--- config.mk ---
export PLATFORM = sky130hd
export DESIGN_NAME = bloque_cache_ctrl
export DESIGN_NICKNAME = d
export VERILOG_FILES = /design/src/rtl/bloque_cache_pkg.sv /design/src/rtl/bloque_cache_ctrl_lines.sv /design/src/rtl/bloque_cache_ctrl.sv
export SDC_FILE = /design/constraint.sdc
export NUM_CORES = 1
export LEC_CHECK = 0
export ABC_CLOCK_PERIOD_IN_PS = 6730
export CAP_MARGIN = 20
export CORE_MARGIN = 2
export CORE_UTILIZATION = 59
export DETAILED_ROUTE_END_ITERATION = 6
export HOLD_SLACK_MARGIN = 0.1
export PLACE_DENSITY = 0.76
export SLEW_MARGIN = 20
export SYNTH_ARGS = -nofsm -noshare
export SYNTH_HDL_FRONTEND = slang
export SYNTH_SLANG_ARGS = --single-unit
--- constraint.sdc ---
create_clock -name clk -period 6.73 [get_ports clk]
set_clock_uncertainty 0.05 [all_clocks]
set_input_delay 0.673 -clock clk [delete_from_list [all_inputs] [get_ports clk]]
set_output_delay 0.673 -clock clk [all_outputs]
set_load 0.02 [all_outputs]
--- src/rtl/bloque_cache_pkg.sv ---
// bloque_cache_pkg: FSM states, default widths and the address tag/index split
package bloque_cache_pkg;

    localparam int DEF_ADDR_W  = 10;
    localparam int DEF_DATA_W  = 32;
    localparam int DEF_INDEX_W = 4;
    localparam int DEF_CNT_W   = 16;

    typedef enum logic [1:0] {
        IDLE   = 2'd0,
        MEM_RD = 2'd1,
        MEM_WR = 2'd2,
        RESP   = 2'd3
    } state_e;

    function automatic logic [31:0] addr_tag(input logic [31:0] a, input int index_w);
        return a >> index_w;
    endfunction

    function automatic logic [31:0] addr_index(input logic [31:0] a, input int index_w);
        return a & ((32'd1 << index_w) - 32'd1);
    endfunction

endpackage

--- src/rtl/bloque_cache_ctrl_lines.sv ---
// cache_line_array: valid/tag/data storage with one write port and a combinational hit lookup
module cache_line_array #(
    parameter int INDEX_W = 4,
    parameter int TAG_W   = 6,
    parameter int DATA_W  = 32
) (
    input  logic               clk,
    input  logic               gen_reset,
    input  logic               wr_en,
    input  logic               set_valid,
    input  logic [INDEX_W-1:0] wr_index,
    input  logic [TAG_W-1:0]   wr_tag,
    input  logic [DATA_W-1:0]  wr_data,
    input  logic [INDEX_W-1:0] rd_index,
    input  logic [TAG_W-1:0]   rd_tag,
    output logic               rd_hit,
    output logic [DATA_W-1:0]  rd_data
);
    localparam int LINES = 2 ** INDEX_W;

    logic [LINES-1:0]  valid_q, valid_d;
    logic [TAG_W-1:0]  tag_q  [LINES];
    logic [TAG_W-1:0]  tag_d  [LINES];
    logic [DATA_W-1:0] data_q [LINES];
    logic [DATA_W-1:0] data_d [LINES];

    always_comb begin
        valid_d = valid_q;
        tag_d   = tag_q;
        data_d  = data_q;
        if (wr_en) begin
            valid_d[wr_index] = valid_q[wr_index] | set_valid;
            tag_d[wr_index]   = wr_tag;
            data_d[wr_index]  = wr_data;
        end
    end

    // only the valid bits need reset; tag/data are meaningless until valid is set
    always_ff @(posedge clk or posedge gen_reset) begin
        if (gen_reset) valid_q <= '0;
        else           valid_q <= valid_d;
    end

    always_ff @(posedge clk) begin
        tag_q  <= tag_d;
        data_q <= data_d;
    end

    assign rd_hit  = valid_q[rd_index] && tag_q[rd_index] == rd_tag;
    assign rd_data = data_q[rd_index];

endmodule

--- src/rtl/bloque_cache_ctrl.sv ---
// bloque_cache_ctrl: direct-mapped write-through no-write-allocate cache controller with saturating hit/miss counters
module bloque_cache_ctrl
    import bloque_cache_pkg::*;
#(
    parameter int ADDR_W  = DEF_ADDR_W,
    parameter int DATA_W  = DEF_DATA_W,
    parameter int INDEX_W = DEF_INDEX_W,
    parameter int MEM_LAT = 1,
    parameter int CNT_W   = DEF_CNT_W
) (
    input  logic              clk,
    input  logic              gen_reset,
    input  logic              cpu_req_valid,
    output logic              cpu_req_ready,
    input  logic              cpu_we,
    input  logic [ADDR_W-1:0] cpu_adress,
    input  logic [DATA_W-1:0] cpu_wdata,
    output logic              cpu_resp_valid,
    output logic [DATA_W-1:0] cpu_rdata,
    output logic              mem_write_enable,
    output logic              mem_read_enable,
    output logic [ADDR_W-1:0] mem_adress,
    output logic [DATA_W-1:0] mem_data_in,
    input  logic [DATA_W-1:0] mem_data_out,
    output logic [CNT_W-1:0]  hit_count,
    output logic [CNT_W-1:0]  miss_count
);
    localparam int TAG_W  = ADDR_W - INDEX_W;
    localparam int WAIT_W = $clog2(MEM_LAT + 2);

    state_e            state_q, state_d;
    logic [WAIT_W-1:0] wait_q, wait_d;
    logic [ADDR_W-1:0] addr_q, addr_d, mem_adress_q, mem_adress_d;
    logic [DATA_W-1:0] wdata_q, wdata_d, mem_data_in_q, mem_data_in_d, rdata_q, rdata_d;
    logic [CNT_W-1:0]  hit_cnt_q, hit_cnt_d, miss_cnt_q, miss_cnt_d;
    logic              ready_q, ready_d, wr_hit_q, wr_hit_d;
    logic              accept, rd_last, lu_hit, line_we;
    logic [DATA_W-1:0] lu_data, line_data;
    logic [INDEX_W-1:0] lu_index, st_index;
    logic [TAG_W-1:0]   lu_tag, st_tag;

    assign lu_index = INDEX_W'(addr_index(32'(cpu_adress), INDEX_W));
    assign lu_tag   = TAG_W'(addr_tag(32'(cpu_adress), INDEX_W));
    assign st_index = INDEX_W'(addr_index(32'(addr_q), INDEX_W));
    assign st_tag   = TAG_W'(addr_tag(32'(addr_q), INDEX_W));

    cache_line_array #(.INDEX_W(INDEX_W), .TAG_W(TAG_W), .DATA_W(DATA_W)) u_lines (
        .clk       (clk),
        .gen_reset (gen_reset),
        .wr_en     (line_we),
        .set_valid (state_q == MEM_RD),
        .wr_index  (st_index),
        .wr_tag    (st_tag),
        .wr_data   (line_data),
        .rd_index  (lu_index),
        .rd_tag    (lu_tag),
        .rd_hit    (lu_hit),
        .rd_data   (lu_data)
    );

    always_comb begin
        accept        = cpu_req_valid && ready_q;
        rd_last       = state_q == MEM_RD && wait_q == WAIT_W'(MEM_LAT);
        state_d       = state_q == IDLE   ? (accept ? (cpu_we ? MEM_WR : lu_hit ? RESP : MEM_RD) : IDLE)
                      : state_q == MEM_RD ? (rd_last ? RESP : MEM_RD)
                      : state_q == MEM_WR ? RESP : IDLE;
        wait_d        = state_q == MEM_RD ? wait_q + 1'b1 : '0;
        addr_d        = accept ? cpu_adress : addr_q;
        wdata_d       = accept ? cpu_wdata : wdata_q;
        wr_hit_d      = accept ? lu_hit : wr_hit_q;
        // the RAM bus is only reloaded for transactions that use it, so it holds otherwise
        mem_adress_d  = accept && (cpu_we || !lu_hit) ? cpu_adress : mem_adress_q;
        mem_data_in_d = accept && cpu_we ? cpu_wdata : mem_data_in_q;
        rdata_d       = accept && !cpu_we && lu_hit ? lu_data
                      : rd_last ? mem_data_out
                      : state_q == MEM_WR ? wdata_q : rdata_q;
        hit_cnt_d     = accept && lu_hit && !(&hit_cnt_q) ? hit_cnt_q + 1'b1 : hit_cnt_q;
        miss_cnt_d    = accept && !lu_hit && !(&miss_cnt_q) ? miss_cnt_q + 1'b1 : miss_cnt_q;
        ready_d       = state_d == IDLE;
        line_we       = rd_last || (state_q == MEM_WR && wr_hit_q);
        line_data     = rd_last ? mem_data_out : wdata_q;
    end

    always_ff @(posedge clk or posedge gen_reset) begin
        if (gen_reset) begin
            state_q       <= IDLE;
            wait_q        <= '0;
            addr_q        <= '0;
            wdata_q       <= '0;
            wr_hit_q      <= 1'b0;
            mem_adress_q  <= '0;
            mem_data_in_q <= '0;
            rdata_q       <= '0;
            hit_cnt_q     <= '0;
            miss_cnt_q    <= '0;
            ready_q       <= 1'b0;
        end else begin
            state_q       <= state_d;
            wait_q        <= wait_d;
            addr_q        <= addr_d;
            wdata_q       <= wdata_d;
            wr_hit_q      <= wr_hit_d;
            mem_adress_q  <= mem_adress_d;
            mem_data_in_q <= mem_data_in_d;
            rdata_q       <= rdata_d;
            hit_cnt_q     <= hit_cnt_d;
            miss_cnt_q    <= miss_cnt_d;
            ready_q       <= ready_d;
        end
    end

    assign cpu_req_ready    = ready_q;
    assign cpu_resp_valid   = state_q == RESP;
    assign cpu_rdata        = rdata_q;
    assign mem_read_enable  = state_q == MEM_RD;
    assign mem_write_enable = state_q == MEM_WR;
    assign mem_adress       = mem_adress_q;
    assign mem_data_in      = mem_data_in_q;
    assign hit_count        = hit_cnt_q;
    assign miss_count       = miss_cnt_q;

endmodule

# After elaboration in Yosys (flattened, before gate mapping)
# Index checks and enable logic that the tools add are counted.
# W data, S select, Z words.
[word_totals]
register_bits = 778
latch_bits = 0
mem_bits_rw = 0
rom_bits = 0
inputBits = 78
out_inout_bits = 110
wordCells = 117
memories = 0
[classes]
addsub = 3
n_mul = 0
div = 0
order_cmp = 6
eq_ne = 5
shift = 0
mux = 31
n_bitwise = 3
reduce_logical = 25
[op_table]
columns = ["cell", "count"]
rows = [
  ["$bwmux W512", 1],
  ["$mux W32", 7],
  ["$bmux W32 S4", 1],
  ["$demux W32 S4", 1],
  ["$bwmux W96", 1],
  ["$add A16 B1 Y16 const B", 2],
  ["$reduce_and A16 Y1", 2],
  ["$bmux W6 S4", 1],
  ["$demux W6 S4", 1],
  ["$mux W6", 3],
  ["$bwmux W16", 1],
  ["$mux W2", 8],
  ["$logic_and A1 B1 Y1", 14],
  ["$ge A5 B5 Y1 const B", 2],
  ["$lt A4 B5 Y1 const B", 2],
  ["$not A4 Y5", 2],
  ["$bmux W1 S4", 2],
  ["$eq A6 B6 Y1", 1],
  ["$lt A5 B1 Y1 const B", 1],
  ["$demux W1 S4", 1],
  ["$eq A2 B1 Y1 const B", 2],
  ["$eq A2 B2 Y1 const B", 2],
  ["$ge A4 B1 Y1 const B", 1],
  ["$logic_not A1 Y1", 4],
  ["6 further kinds", 10],
]

# Longest topological paths before layout
# Gate-level depths: netlist of the first run.
[depth]
depth_word = 11
depth_mapped = 13
ltp_nobuf = 8

# Modules after synthesis
# A second synthesis of the first run with hierarchy kept.
[hier_totals]
hier_cells = 1486
area_unflattened_um2 = 30839.6
[by_module_without_submodules]
columns = ["mod", "n_inst", "cells_per_inst", "area_each_um2", "seq_area_each_um2"]
rows = [
  ["cache_line_array", 1, 951, 23915.4, 18657.9],
  ["bloque_cache_ctrl", 1, 535, 6924.1, 3853.7],
]

# Worst setup path before layout of the first run
# OpenSTA, ideal clock, no wires.
[synth_path]
path_type = "reg-to-reg"
from = "register state_q[1]"
to = "register u_lines.valid_q[1]"
setup_ns = 0.126
arrival_time_ns = 4.624
required_ns = 6.554
setup_slack_ns = 1.930
path_stages_with_launch = 7
path_buffers = 0
period_less_slack_ns = 4.800
path_cell_list = "dfrtp_1 inv_1 ha_1 a22oi_1 or3b_2 nor3_1 mux2_2"
[synth_between]
elab_chain_cells = 3
elab_cells_between_ends = 7
classes_between = "eq/ne (2); mux (1); bitwise (1); reduce/logical (3)"
[synth_lines]
columns = ["item", "line", "source"]
rows = [
  ["from (decl)", "bloque_cache_ctrl.sv:31", "state_e state_q, state_d;"],
  ["from (signal assigned)", "bloque_cache_ctrl.sv:98", "state_q <= state_d;"],
  ["$eq A2 B1 Y1 (*)", "-", ""],
  ["named net mem_read_enable", "bloque_cache_ctrl.sv:21", "output logic mem_read_enable,"],
  ["$or A1 B1 Y1 or $logic_and A1 B1 Y1 (tied branches)", "bloque_cache_ctrl_lines.sv:32, bloque_cache_ctrl.sv:63", ""],
  ["$bwmux W16 or $logic_or A1 B1 Y1 (tied branches)", "bloque_cache_ctrl_lines.sv:32, bloque_cache_ctrl.sv:80", ""],
  ["to (signal assigned)", "bloque_cache_ctrl_lines.sv:41", "else valid_q <= valid_d;"],
  ["to (decl)", "bloque_cache_ctrl_lines.sv:21", "logic [LINES-1:0] valid_q, valid_d;"],
]
# Mark *: on every way through the listed nets, which the timed path passes. The rest lies on a longest branch.
# A chain may end at the register's enable or synchronous reset.

# Worst setup path in the final report of the first run
[layout_path]
from = "input cpu_adress[0]"
to = "register mem_adress_q[4], in the netlist mem_adress[4]"
[layout_between]
elab_chain_cells = 9
elab_cells_between_ends = 11
classes_between = "eq/ne (1); mux (5); bitwise (1); reduce/logical (4)"
[layout_lines]
columns = ["item", "line", "source"]
rows = [
  ["from (decl)", "bloque_cache_ctrl.sv:16", "input logic [ADDR_W-1:0] cpu_adress,"],
  ["$not A4 Y5 (not written as such)", "bloque_cache_ctrl_lines.sv:49", "assign rd_hit = valid_q[rd_index] && tag_q[rd_index] == rd_tag;"],
  ["$bmux W6 S4", "bloque_cache_ctrl_lines.sv:49", ""],
  ["$mux W6 (not written as such) (2 in series)", "bloque_cache_ctrl_lines.sv:49", ""],
  ["$eq A6 B6 Y1", "bloque_cache_ctrl_lines.sv:49", ""],
  ["$logic_and A1 B1 Y1 (*)", "bloque_cache_ctrl_lines.sv:49", ""],
  ["$logic_not A1 Y1 (*)", "bloque_cache_ctrl.sv:72", "mem_adress_d = accept && (cpu_we || !lu_hit) ? cpu_adress : mem_adress_q;"],
  ["$logic_or A1 B1 Y1 (*)", "bloque_cache_ctrl.sv:72", ""],
  ["$logic_and A1 B1 Y1 (*)", "bloque_cache_ctrl.sv:72", ""],
  ["to (signal assigned)", "bloque_cache_ctrl.sv:103", "mem_adress_q <= mem_adress_d;"],
  ["to (decl)", "bloque_cache_ctrl.sv:33", "logic [ADDR_W-1:0] addr_q, addr_d, mem_adress_q, mem_adress_d;"],
]
# Mark *: on every way between the ends. The rest lies on a longest branch, timed or not. The select of a mux whose other input is x is not followed.

==> flow_summary.yaml, run 1 <==
finish:
  multiInputGateArea_um2: 8160
  seq_area_um2: 22500
  areaGrowthSynthToFinish_pct: 17.4
  fin_nets: 1834
  final.fill_count: 3106
  drive_gt1_frac: 0.297
worst_setup_path:
  slowest_delay_ns: 0.58
  path_cells: "buf_8 -> buf_16 -> mux4_2 -> mux4_2 -> xor2_1 -> nor2_2 -> o2111ai_4 -> buf_4 -> o21ai_2 -> mux2_2"
  cp.required_ns: 7.17
  cp_common_cell: "mux4_2"
  worst_setup_path_start_kind: "input port"
  critPathTopFamily: "multiplexers"
  crit_path_end_kind: "register"
  crit_path_max_fanout: 56
  crit_buf_inv: 3
  crit_type: "input port to register"
  cp.arrival_ns: 4.22
  cpMaxStageDelayCell: "mux4_2"
clock_network:
  clkSlewWorstSetupHoldPaths_ns: 0.06
  cts.sinks: 778
  cts_tree: "yes"
  ctsLongestPathBuffers: 3
  numCtsBuffers: 78
  clockRootBuffer: "clkbuf_16"
  cts_setup_buffers: 0
  clock_latency_ns: 0.61
  htreeDepth: 3
  ctsHoldBuffers: 0
  cts_resized: 0
placed_design:
  gp_congestion: 0.788
  port_buffers: 187
  hpwl_mm: 37.1
yosys:
  synth_cells: 1531
  yosys.area.top_type: "edfxtp_1"
  yosysWarnings: 0
  syn_avg_cell_area_um2: 20.2
  synth_area_um2: 30900
  synth_edf_count: 608
  ys_types: 47
  synth_top_area_frac: 0.590
  synth_commonest_cells: "edfxtp_1 (608), mux4_2 (191), dfrtp_1 (170)"
  synth_area_leaders: "edfxtp_1 (59%), mux4_2 (14%), dfrtp_1 (14%)"
  synthFlopType: "edfxtp_1"
  ys_seq_area_frac: 0.728
  synth_most_common_cell: "edfxtp_1"
  synth_seq_cells: 778
  syn_nets: 1616
  async_flop_share: 0.219
timing:
  fmax_mhz: 264
  setup-tns-final_ns: 0
  slew_violations: 0
  slew_headroom: 0.260
  min_period_ns: 3.78
  hold_viol: 0
  holdWs_ns: 0.386
  worst_pin_slew_ns: 1.11
  min_period_over_period: 0.562
  rsz0062_at_grt: "no"
  finalSetupViolations: 0
global_routing:
  grt_pass1_vias: 16200
  grt_pass1_wl_mm: 103
  antenna_found_initial: 1
  grt_use_total: 0.262
  grt_max_degree: 101
  overflow: 0
floorplan:
  design.core.area_um2: 51600
  chipWidth_um: 233
  io_pins: 188
  initial_core_util: 0.599
  fp.dieArea_um2: 54300
  die_h_um: 233
  std_cell_rows: 83
drt:
  drtIter0Drc: 1639
  routed_wl_mm: 69.0
  drc: 0
  routedWlPerCell_um: 27.7
  vias: 15700
  dr.pass1.iters: 5
  vias_per_cell: 6.30
  ant_nets: 0
worst_hold_path:
  hp-class: "register to register"
pwr:
  p_leak_uw: 0.0128
  p_per_area_nw_per_um2: 374
  irDropWorstVdd_mv: 0.313
run:
  max_cap_violations: 0
outcome:
  outcome: "complete, no violations"
where the power goes:
group | leakage (uW) | switching [uW] | total (uW) | internal, uW
registers | 0.00765 | 350 | 6550 | 6200
clock network | 0.00126 | 1790 | 4350 | 2560
logic | 0.00392 | 1490 | 2680 | 1190
total | 0.0128 | 3630 | 13600 | 9950
state kept, by name, summed over array words and instances (netlist names):
register / cells
u_lines.data_q: 512
u_lines.tag_q: 96
cpu_rdata: 32
mem_data_in: 32
wdata_q: 32
hit_count: 16
miss_count: 16
u_lines.valid_q: 16
addr_q: 10
mem_adress: 10
state_q: 2
wait_q: 2
cpu_req_ready: 1
wr_hit_q: 1
stage by stage:
step	worst slack [ns]	instances	utilization	total power (uW)	area [um^2]
2_1_floorplan	1.40	1531	-	8170	30900
3_3_place_gp	2.24	2347	0.652	9190	33600
3_5_place_dp	2.20	2348	0.652	9320	33700
4_1_cts	2.82	2492	0.703	13700	36300
5_1_grt	2.70	2493	0.703	14100	36300
6_report	2.95	2494	0.703	13600	36300
worst paths after layout:
path	slack, ns	cells past startpoint	endpoint	start
max	2.95	10	mem_adress[4]	cpu_adress[0]
min	0.39	1	wait_q[0]	wait_q[0]
max reg2reg	3.30	6	u_lines.data_q[69]	state_q[1]
min reg2reg	0.39	1	wait_q[0]	wait_q[0]
max in group asynchronous	4.62	3	wdata_q[5]	gen_reset
min in group asynchronous	0.57	2	mem_data_in[30]	gen_reset
final cells by class:
cell class / count / area share
clock buffers: 101 / 0.0601
flip-flops and latches: 778 / 0.620
inverters: 6 / 0.000827
clock inverters: 43 / 0.0112
multi-input cells: 665 / 0.225
repair buffers: 220 / 0.0593
diodes: 1 / 0.0000689
well taps: 680 / 0.0234
kinds of logic after synthesis:
group | count (synthesis) | synth area share
and+or+nand+nor | 241 | 0.0367
muxes | 366 | 0.206
buffers and inverters | 88 | 0.0125
AOI/OAI and AO/OA | 17 | 0.00449
adders and majority gates | 7 | 0.00283
DFF | 778 | 0.728
xor gates and xnor gates | 34 | 0.00963
cell usage in the layout, fill, tap and decap left out, drive strengths merged, types with 6 or more instances in the layout:
cell           synthesis  routed
ha                     7       7
mux2                 158     158
nor2                  21      21
nand2                142     142
bufinv                 0       7
dfrtp                170     170
mux4                 191     191
xor2                  14      14
clkdlybuf4s50          0     183
clkinv                 0      26
nor3                  11      11
buf                   44      37
mux2i                 17      17
clkbuf                38     101
inv                    6      11
nand3                 11      11
nand2b                 6       6
and3                  11      11
edfxtp               608     608
xnor2                 20      20
nand4                 12      12
routing by layer:
metal / routed length [um] / track usage / vias to the layer above / share of wire
li1: - / - / 6549 / -
met1: 27800 / 0.365 / 8359 / 0.40
met2: 35000 / 0.433 / 715 / 0.51
met3: 5070 / 0.0469 / 93 / 0.073
met4: 1170 / 0.0707 / 0 / 0.017
met5: 0 / 0 / - / 0
(Power assumes the default switching activity.)
==> run 2: changes to the inputs <==
--- a/config.mk
+++ b/config.mk
@@ -5,13 +5,13 @@
 export SDC_FILE = /design/constraint.sdc
 export NUM_CORES = 1
 export LEC_CHECK = 0
-export ABC_CLOCK_PERIOD_IN_PS = 6730
+export ABC_CLOCK_PERIOD_IN_PS = 3200
 export CAP_MARGIN = 20
 export CORE_MARGIN = 2
-export CORE_UTILIZATION = 59
+export CORE_UTILIZATION = 53
 export DETAILED_ROUTE_END_ITERATION = 6
 export HOLD_SLACK_MARGIN = 0.1
-export PLACE_DENSITY = 0.76
+export PLACE_DENSITY = 0.72
 export SLEW_MARGIN = 20
 export SYNTH_ARGS = -nofsm -noshare
 export SYNTH_HDL_FRONTEND = slang
==> constraint.sdc (replaced) <==
create_clock -name clk -period 3.2 [get_ports clk]
set_clock_uncertainty 0.05 [all_clocks]
set_input_delay 0.32 -clock clk [delete_from_list [all_inputs] [get_ports clk]]
set_output_delay 0.32 -clock clk [all_outputs]
set_load 0.02 [all_outputs]
==> run 2 against run 1 <==
Effect of this change:
- sequential share of layout area down 1.2 points
- sequential power up 110%
- routed wire length down 0.67%
- utilization down 6.2 points
- combinational power up 110%
- critical path type unchanged
==> flow_summary.yaml, run 2 (synthesis results as in run 1) <==
global_routing:
  overflow: 0
  grt_pass1_vias: 16400
  grt_use_total: 0.233
  antenna_found_initial: 0
  grt_pass1_wl_mm: 103
  grt_max_degree: 68
finish:
  top_regs: "u_lines.data_q: 512 flops, u_lines.tag_q: 96 flops"
  max_flop_register: "u_lines.data_q"
  drive_gt1_frac: 0.306
  final_cell_mix: "edfxtp_1 (608), mux4_2 (191), clkdlybuf4s50_1 (183), dfrtp_1 (170), nand2_1 (139)"
  areaGrowthSynthToFinish_pct: 19.6
  final.fill_count: 3875
  seq_area_um2: 22500
  largest_register_ffs: 512
  multiInputGateArea_um2: 8180
  fin_cells: 2618
  fin_util: 0.641
  final_common_cell: "edfxtp_1"
  fin_nets: 1871
  fin_area_um2: 37000
worst_setup_path:
  worst_setup_path_start_kind: "input port"
  cpMaxStageDelayCell: "dlygate4sd3_1"
  crit_path_max_fanout: 18
  crit_path_end_kind: "register"
  cp.arrival_ns: 3.49
  crit_type: "input port to register"
  path_cells: "dlygate4sd3_1 -> buf_6 -> buf_4 -> mux4_2 -> mux2i_1 -> mux2i_1 -> xor2_1 -> nor2_2 -> o2111ai_4 -> buf_4 -> or3_1 -> mux2_1"
  cp.required_ns: 3.64
  slowest_delay_ns: 0.54
  critPathTopFamily: "buffers and inverters"
  crit_buf_inv: 4
drt:
  ant_nets: 0
  drtIter0Drc: 1404
  routed_wl_mm: 68.5
  vias: 15600
  vias_per_cell: 5.98
  dr.pass1.iters: 5
  routedWlPerCell_um: 26.2
  drc: 0
floorplan:
  std_cell_rows: 88
  initial_core_util: 0.536
  io_pins: 188
  chipWidth_um: 246
  die_h_um: 246
  fp.dieArea_um2: 60300
  design.core.area_um2: 57700
outcome:
  outcome: "complete, no violations"
clock_network:
  ctsLongestPathBuffers: 3
  htreeDepth: 3
  clkSlewWorstSetupHoldPaths_ns: 0.06
  numCtsBuffers: 78
  cts.sinks: 778
  clockRootBuffer: "clkbuf_16"
  cts_setup_buffers: 0
  clock_latency_ns: 0.64
  cts_tree: "yes"
timing:
  fmax_mhz: 328
  slew_violations: 0
  min_period_over_period: 0.952
  finalSetupViolations: 0
  rsz0062_at_grt: "no"
  worst_pin_slew_ns: 0.825
  hold_viol: 0
  min_period_ns: 3.04
  slew_headroom: 0.450
worst_hold_path:
  hp-class: "input port to register"
pwr:
  combinationalPowerShare: 0.200
  switching_power_uw: 7740
  clockPowerShare: 0.316
  pwr-share-seq: 0.484
  irDropWorstVdd_mv: 0.559
  p_per_area_nw_per_um2: 770
  p_sw_frac: 0.272
  p_leak_uw: 0.0131
  p_int_uw: 20700
run:
  max_cap_violations: 0
placed_design:
  dp_cells: 2468
  place_area_um2: 34400
  hpwl_mm: 38.8
  gp_congestion: 0.794
  port_buffers: 187
[run 2: cell count changes in the layout (fill, tap and decap cells not counted), sizes merged, moves of 2 or more]
cell and change:
buf +34, clkbuf +6, inv -4, clkinv +3
dlygate4sd3 +3, bufinv -2
[run 2: per-stage QoR]
step	setup TNS, ns	hold WS [ns]	setup WS (ns)	power [uW]
floorplan	-106.72	0.359	-0.580	17200
global route	0	0.157	0.0717	29600
detailed placement	0	0.380	0.0000229	19700
finish	0	0.138	0.155	28500
global placement	0	0.370	0.0288	19500
CTS	0	0.109	0.194	28700
[run 2: cell type report]
type / instances / area share
sequential: 778 / 0.609
tap: 765 / 0.0259
clock inverter: 39 / 0.0116
clock buffer: 107 / 0.0573
timing repair buffer: 257 / 0.0748
inverter: 6 / 0.000710
antenna: 1 / 0.0000676
multi-input combinational: 665 / 0.221
[run 2: path summary, 6_finish.rpt]
kind / startpoint / to / slack, ns / cells past startpoint
setup / recovery: cpu_adress[1] / hit_count[1] / 0.16 / 12
hold / removal: cpu_adress[0] / addr_q[0] / 0.14 / 4
setup reg to reg: u_lines.tag_q[51] / hit_count[1] / 0.21 / 8
hold reg to reg: wait_q[0] / wait_q[0] / 0.39 / 1
max in group asynchronous: gen_reset / wdata_q[5] / 1.68 / 4
min in group asynchronous: gen_reset / mem_data_in[27] / 0.62 / 3
[run 2: power groups by stage]
stage	clock network (uW)	registers (uW)	logic, uW
2_1_floorplan	0	14300	2900
3_3_place_gp	0	13900	5540
3_5_place_dp	0	14000	5750
4_1_cts	9160	13800	5770
5_1_grt	9560	13900	6140
6_report	8990	13800	5700
[run 2: repair_timing]
item / in CTS / in global routing
endpoints found under the setup margin: 0 / 0
hold buffers: 3 / 0
hold endpoints to repair: 19 / 0
gates resized for setup: 0 / 0
[run 2: tightest hold or removal path: stages]
cell	delay [ns]
buf_8	0.15
buf_12	0.17
nand2_1	0.07
nand2_1	0.04
[run 2: per-layer routing]
layer / vias to the layer above / wire length (um) / track usage
met5: - / 0 / 0
met4: 0 / 1620 / 0.0686
met3: 95 / 4150 / 0.0333
met2: 582 / 34400 / 0.385
met1: 8332 / 28400 / 0.326
li1: 6640 / - / -
==> patch 1, RTL diff (config.mk and constraints of run 1) <==
Make the reset (`gen_reset`) synchronous in 2 clocked blocks.
--- a/src/rtl/bloque_cache_ctrl_lines.sv
+++ b/src/rtl/bloque_cache_ctrl_lines.sv
@@ -38,3 +38,3 @@
     // only the valid bits need reset; tag/data are meaningless until valid is set
-    always_ff @(posedge clk or posedge gen_reset) begin
+    always_ff @(posedge clk) begin
         if (gen_reset) valid_q <= '0;
--- a/src/rtl/bloque_cache_ctrl.sv
+++ b/src/rtl/bloque_cache_ctrl.sv
@@ -83,3 +83,3 @@
 
-    always_ff @(posedge clk or posedge gen_reset) begin
+    always_ff @(posedge clk) begin
         if (gen_reset) begin
Check against the original RTL: differs if gen_reset is asserted again (counterexample within 4 cycles, from zero or initial values and one cycle with gen_reset high); with gen_reset held inactive, the same outputs for 4 cycles.
==> patch 1 against run 1 <==
First-iteration DRC count increased by 13%. Worst setup slack lost 500 ps. Wire length is 3.8% higher. Sequential share of layout area decreased by 1.7 points. Global-route usage increased by 0.87 points. Sequential cell count unchanged. Synthesized area decreased by 0.96%. Cell area down 1.0%. Critical endpoint is now cpu_rdata[10].
Power is not compared: it rests on default switching activity, and its combinational part moved more than twofold at a synthesized area within 25%.
==> patch 1: results (changes against run 1) <==
| Metric | Value |
|---|---|
| Fraction of area in multi-input gates | 24.0% (was 22.5%) |
| Post-Synth XOR/XNOR Area | 0.229% (was 0.963%) |
| Area fraction in compound gates after synthesis | 3.13% (was 0.449%) |
| Dpl cell area | 0.0333 mm^2 (was 0.0337 mm^2) |
| Reg-to-reg slack, setup | 2930 ps (was 3300 ps) |
| Antenna diodes | 0 (was 1) |
| M3 GR Usage | 5.84% (was 4.69%) |
| Die width | 232 um (was 233 um) |
| 1st-iter DRT viols | 1846 (was 1639) |
| Slew margin rel. | 27.6% (was 26.0%) |
| Seq/Total Area, Yosys | 70.7% (was 72.8%) |
| Clk tree area frac | 7.24% (was 7.14%) |
| GRT Total Usage | 27.0% (was 26.2%) |
| Outcome | finished clean (unchanged) |
| Vias per cell | 6.28 (was 6.30) |
| Initial antenna violation count | 0 (was 1) |
| Non-clk bufs | 222 (was 220) |
| Biggest regs | u_lines.data_q: 512 flops, u_lines.tag_q: 96 flops (unchanged) |
| Most common library cells after synthesis | edfxtp_1, mux4_2, nand2_1, dfxtp_1, nor2_1 (was edfxtp_1, mux4_2, dfrtp_1, nand2_1, mux2_2) |
| Post-synthesis mux area share | 18.4% (was 20.6%) |
| Mapped Cells | 1770 (was 1531) |
| Syn Nets | 1855 (was 1616) |
| DP HPWL | 39.4 mm (was 37.1 mm) |
| #MultiIn Comb | 877 (was 665) |
| Layout cells sized above 1 | 22.1% (was 29.7%) |
| Met3 wire length | 6.36 mm (was 5.07 mm) |
| CTS buffer count | 77 (was 78) |
| Met2 Usage GRT | 44.3% (was 43.3%) |
| Fraction of registers with async set/reset | 0% (was 21.9%) |
| Placed cell count | 2566 (was 2348) |
| Signal buf overhead | 5.98% (was 5.93%) |
| Delay-heaviest family, CP | buffers and inverters (was multiplexers) |
| Invs w/o clock | 10 (was 6) |
| Layout Nets | 2051 (was 1834) |
| Global-route wire length before repair | 106 mm (was 103 mm) |
| Largest net degree at the start of global routing | 104 (was 101) |
| Clock Buffer Count | 109 (was 101) |
| Area Growth Syn to Fin | 17.3% (was 17.4%) |
| Wirelength, routed | 71.6 mm (was 69.0 mm) |
| Hold path start | wait_q[0] (unchanged) |
| Met2 routed WL | 35.2 mm (was 35.0 mm) |
| Adder-Cell Fraction of Synth Area | 0.286% (was 0.283%) |
| FF-to-FF Start | u_lines.tag_q[15] (was state_q[1]) |
| Final GP Congestion | 0.808 (was 0.788) |
| Main area contributors after synthesis | edfxtp_1, mux4_2, dfxtp_1, mux2_2, mux2i_1 (was edfxtp_1, mux4_2, dfrtp_1, mux2_2, nand2_1) |
| Max stage delay cell, worst path | buf_4 (was mux4_2) |
| Via count | 17000 (was 15700) |
| WHS | 399 ps (was 386 ps) |
## patch 1: changes by cell type after synthesis, moves of 14 or more
cell	delta
nor2_1	+83
mux2_2	-58
dfxtp_1	+170
mux2_4	-29
nand2_1	+32
xnor2_1	-14
mux2i_1	+53
a211oi_1	+18
a21oi_1	+92
clkbuf_1	+27
dfrtp_1	-170
## patch 1: worst max-delay path by stage
stage          slack (ps)                  to  cells past startpoint
5_1_grt              2090       miss_count[0]                      9
3_5_place_dp         1780       cpu_rdata[10]                     10
6_report             2450       cpu_rdata[10]                     10
4_1_cts              2400       cpu_rdata[10]                     10
3_3_place_gp         1830        cpu_rdata[7]                     10
2_1_floorplan        1740  u_lines.data_q[32]                      7
## patch 1: power by group through the flow
stage	sequential (mW)	clock, mW	combinational (mW)
detailed placement	5.32	0	0.475
floorplan	5.32	0	0.293
global placement	5.32	0	0.466
CTS	5.22	4.37	0.479
finish	5.22	4.31	0.476
global route	5.22	4.55	0.511
==> patch 2, RTL diff (flow settings as in run 1) <==
Without the edit above. The package constant `DEF_INDEX_W` goes from 4 to 5.
--- a/src/rtl/bloque_cache_pkg.sv
+++ b/src/rtl/bloque_cache_pkg.sv
@@ -5,3 +5,3 @@
     localparam int DEF_DATA_W  = 32;
-    localparam int DEF_INDEX_W = 4;
+    localparam int DEF_INDEX_W = 5;
     localparam int DEF_CNT_W   = 16;
Formal check against the unedited RTL: same outputs for any inputs over 4 cycles, from zero or initial values and one cycle with gen_reset high; that may be too few to reach the edited logic, so the function may still have changed.
==> patch 2 against run 1 <==
Worst hold slack better by 0.60 ps. Critical endpoint is now u_lines.data_q[149]. Worst setup slack lost 620 ps. Cell area grew 70%. Total power increased by 65%. Wire length up 97%. Clock power grew 78%. Synthesized area rose by 74%. Maximum frequency shrank 14%. Sequential cell count rose by 592. Largest cell class unchanged. Die area grew 72%. Largest power group unchanged.
==> patch 2: results (changes against run 1) <==
| Metric | Value |
|---|---|
| Outcome | finished clean (unchanged) |
| GRT Total Usage | 29.8% (was 26.2%) |
| Vias per cell | 6.78 (was 6.30) |
| LEAKAGE | 21.0 nW (was 12.8 nW) |
| CP Max Fanout | 24 (was 56) |
| Detailed Routing Iterations Pass 1 | 5 (unchanged) |
| Dpl cell area | 0.0573 mm^2 (was 0.0337 mm^2) |
| Synth Warn # | 0 (unchanged) |
| CTS buffer count | 135 (was 78) |
| Fraction of registers with async set/reset | 13.6% (was 21.9%) |
| Worst vdd ir | 0.315 mV (was 0.313 mV) |
| Largest net degree at the start of global routing | 149 (was 101) |
| Number of port buffers | 187 (unchanged) |
| Largest stage delay, worst path | 1170 ps (was 580 ps) |
| M3 GR Usage | 6.09% (was 4.69%) |
| Biggest regs | u_lines.data_q: 1024 flops, u_lines.tag_q: 160 flops (was u_lines.data_q: 512 flops, u_lines.tag_q: 96 flops) |
| DP HPWL | 69.0 mm (was 37.1 mm) |
| H-tree depth | 4 (was 3) |
| Main area contributors after synthesis | edfxtp_1, mux4_2, dfrtp_1, mux2i_1, mux2_2 (was edfxtp_1, mux4_2, dfrtp_1, mux2_2, nand2_1) |
| Clock Pin Slew Worst Setup and Hold Paths | 60 ps (about the same) |
| Met2 Usage GRT | 48.0% (was 43.3%) |
| FF-to-FF Start | state_q[1] (unchanged) |
| Reg-to-reg slack, setup | 2330 ps (was 3300 ps) |
| Max stage delay cell, worst path | nor2_4 (was mux4_2) |
| Global-route wire length before repair | 198 mm (was 103 mm) |
| # Post-CTS Setup Buffers | 0 (unchanged) |
| FF-to-FF End | u_lines.data_q[149] (was u_lines.data_q[69]) |
| Delay-heaviest family, CP | simple AND/OR/NAND/NOR gates (was multiplexers) |
| Seq/Total Area, Yosys | 74.9% (was 72.8%) |
| R2R depth | 7 (was 6) |
| Post_cts resized | 0 (unchanged) |
| Number of global-route vias before repair | 28500 (was 16200) |
| Hold Path Sink | wait_q[0] (unchanged) |
| Wirelength, routed | 136 mm (was 69.0 mm) |
| Hold path start | wait_q[0] (unchanged) |
| WHS | 386 ps (about the same) |
| Distinct cells, synth | 48 (was 47) |
| Initial antenna violation count | 2 (was 1) |
| Layout Nets | 2876 (was 1834) |
| Final GP Congestion | 0.879 (was 0.788) |
| 1st-iter DRT viols | 3532 (was 1639) |
| Worst Hold Class | reg -> reg (unchanged) |
| Maxcap violations | 0 (unchanged) |
| Most common library cells after synthesis | edfxtp_1, mux4_2, dfrtp_1, mux2i_1, nand2_1 (was edfxtp_1, mux4_2, dfrtp_1, nand2_1, mux2_2) |
| Clock Tree Root | clkbuf_16 (unchanged) |
| Layout cells sized above 1 | 25.8% (was 29.7%) |
| Clock tree buffer depth | 3 (unchanged) |
| Syn Nets | 2628 (was 1616) |
| Cells on Worst Hold Path | 1 (unchanged) |
| Post-synth EDFFs | 1184 (was 608) |
| Worst Tran Pin Value | 1200 ps (was 1110 ps) |
| Worst skew pair latency | 750 ps (was 610 ps) |
| Antenna diodes | 0 (was 1) |
| Met1 GRT Util | 41.5% (was 36.5%) |
## patch 2: cell type report
cell class                 count  area (um^2)
sequential                  1370        40200
fill                        5425        28100
multi-input combinational   1029        13100
clock buffer                 176         3710
timing repair buffer         246         2500
tap                         1176         1470
clock inverter                74          852
inverter                       9         41.3
## patch 2: cells by family (layout without fill, tap and decap cells)
group / after synthesis / after routing / share of synthesized area, %
adder cells (fa/ha/maj): 7 / 7 / 0.163
multiplexers: 626 / 626 / 19.8
flip-flops: 1370 / 1370 / 74.9
AND/OR/NAND/NOR: 291 / 291 / 2.46
buffers and inverters: 144 / 505 / 1.15
AO/OA/AOI/OAI: 72 / 72 / 0.944
XOR/XNOR: 33 / 33 / 0.553
## patch 2: metal layers
metal | routed length (um) | part of all wire (%)
met1 | 50900 | 38
met2 | 66900 | 49
met3 | 13400 | 9.9
met4 | 4440 | 3.3
met5 | 0 | 0
## patch 2: worst max path at each step
stage / from / end / slack (ps) / cells past startpoint
floorplan: gen_reset / addr_q[0] / 950 / 1
detailed placement: cpu_adress[2] / cpu_rdata[2] / 1770 / 11
finish: state_q[1] / u_lines.data_q[149] / 2330 / 7
CTS: state_q[1] / u_lines.data_q[149] / 2350 / 7
global placement: cpu_adress[2] / mem_adress[3] / 1870 / 10
global route: cpu_adress[2] / cpu_rdata[29] / 2140 / 11
## patch 2: report_power, final
group / switching [mW] / internal [mW]
registers: 0.464 / 10.8
clock network: 3.19 / 4.56
logic: 2.21 / 1.19
total: 5.86 / 16.6
## patch 2: per-stage QoR
step / power, mW / instances / setup slack (ps)
2_1_floorplan: 13.3 / 2543 / 950
3_3_place_gp: 14.6 / 3820 / 1870
3_5_place_dp: 14.8 / 3827 / 1770
4_1_cts: 22.5 / 4077 / 2350
5_1_grt: 23.2 / 4080 / 2140
6_report: 22.4 / 4080 / 2330
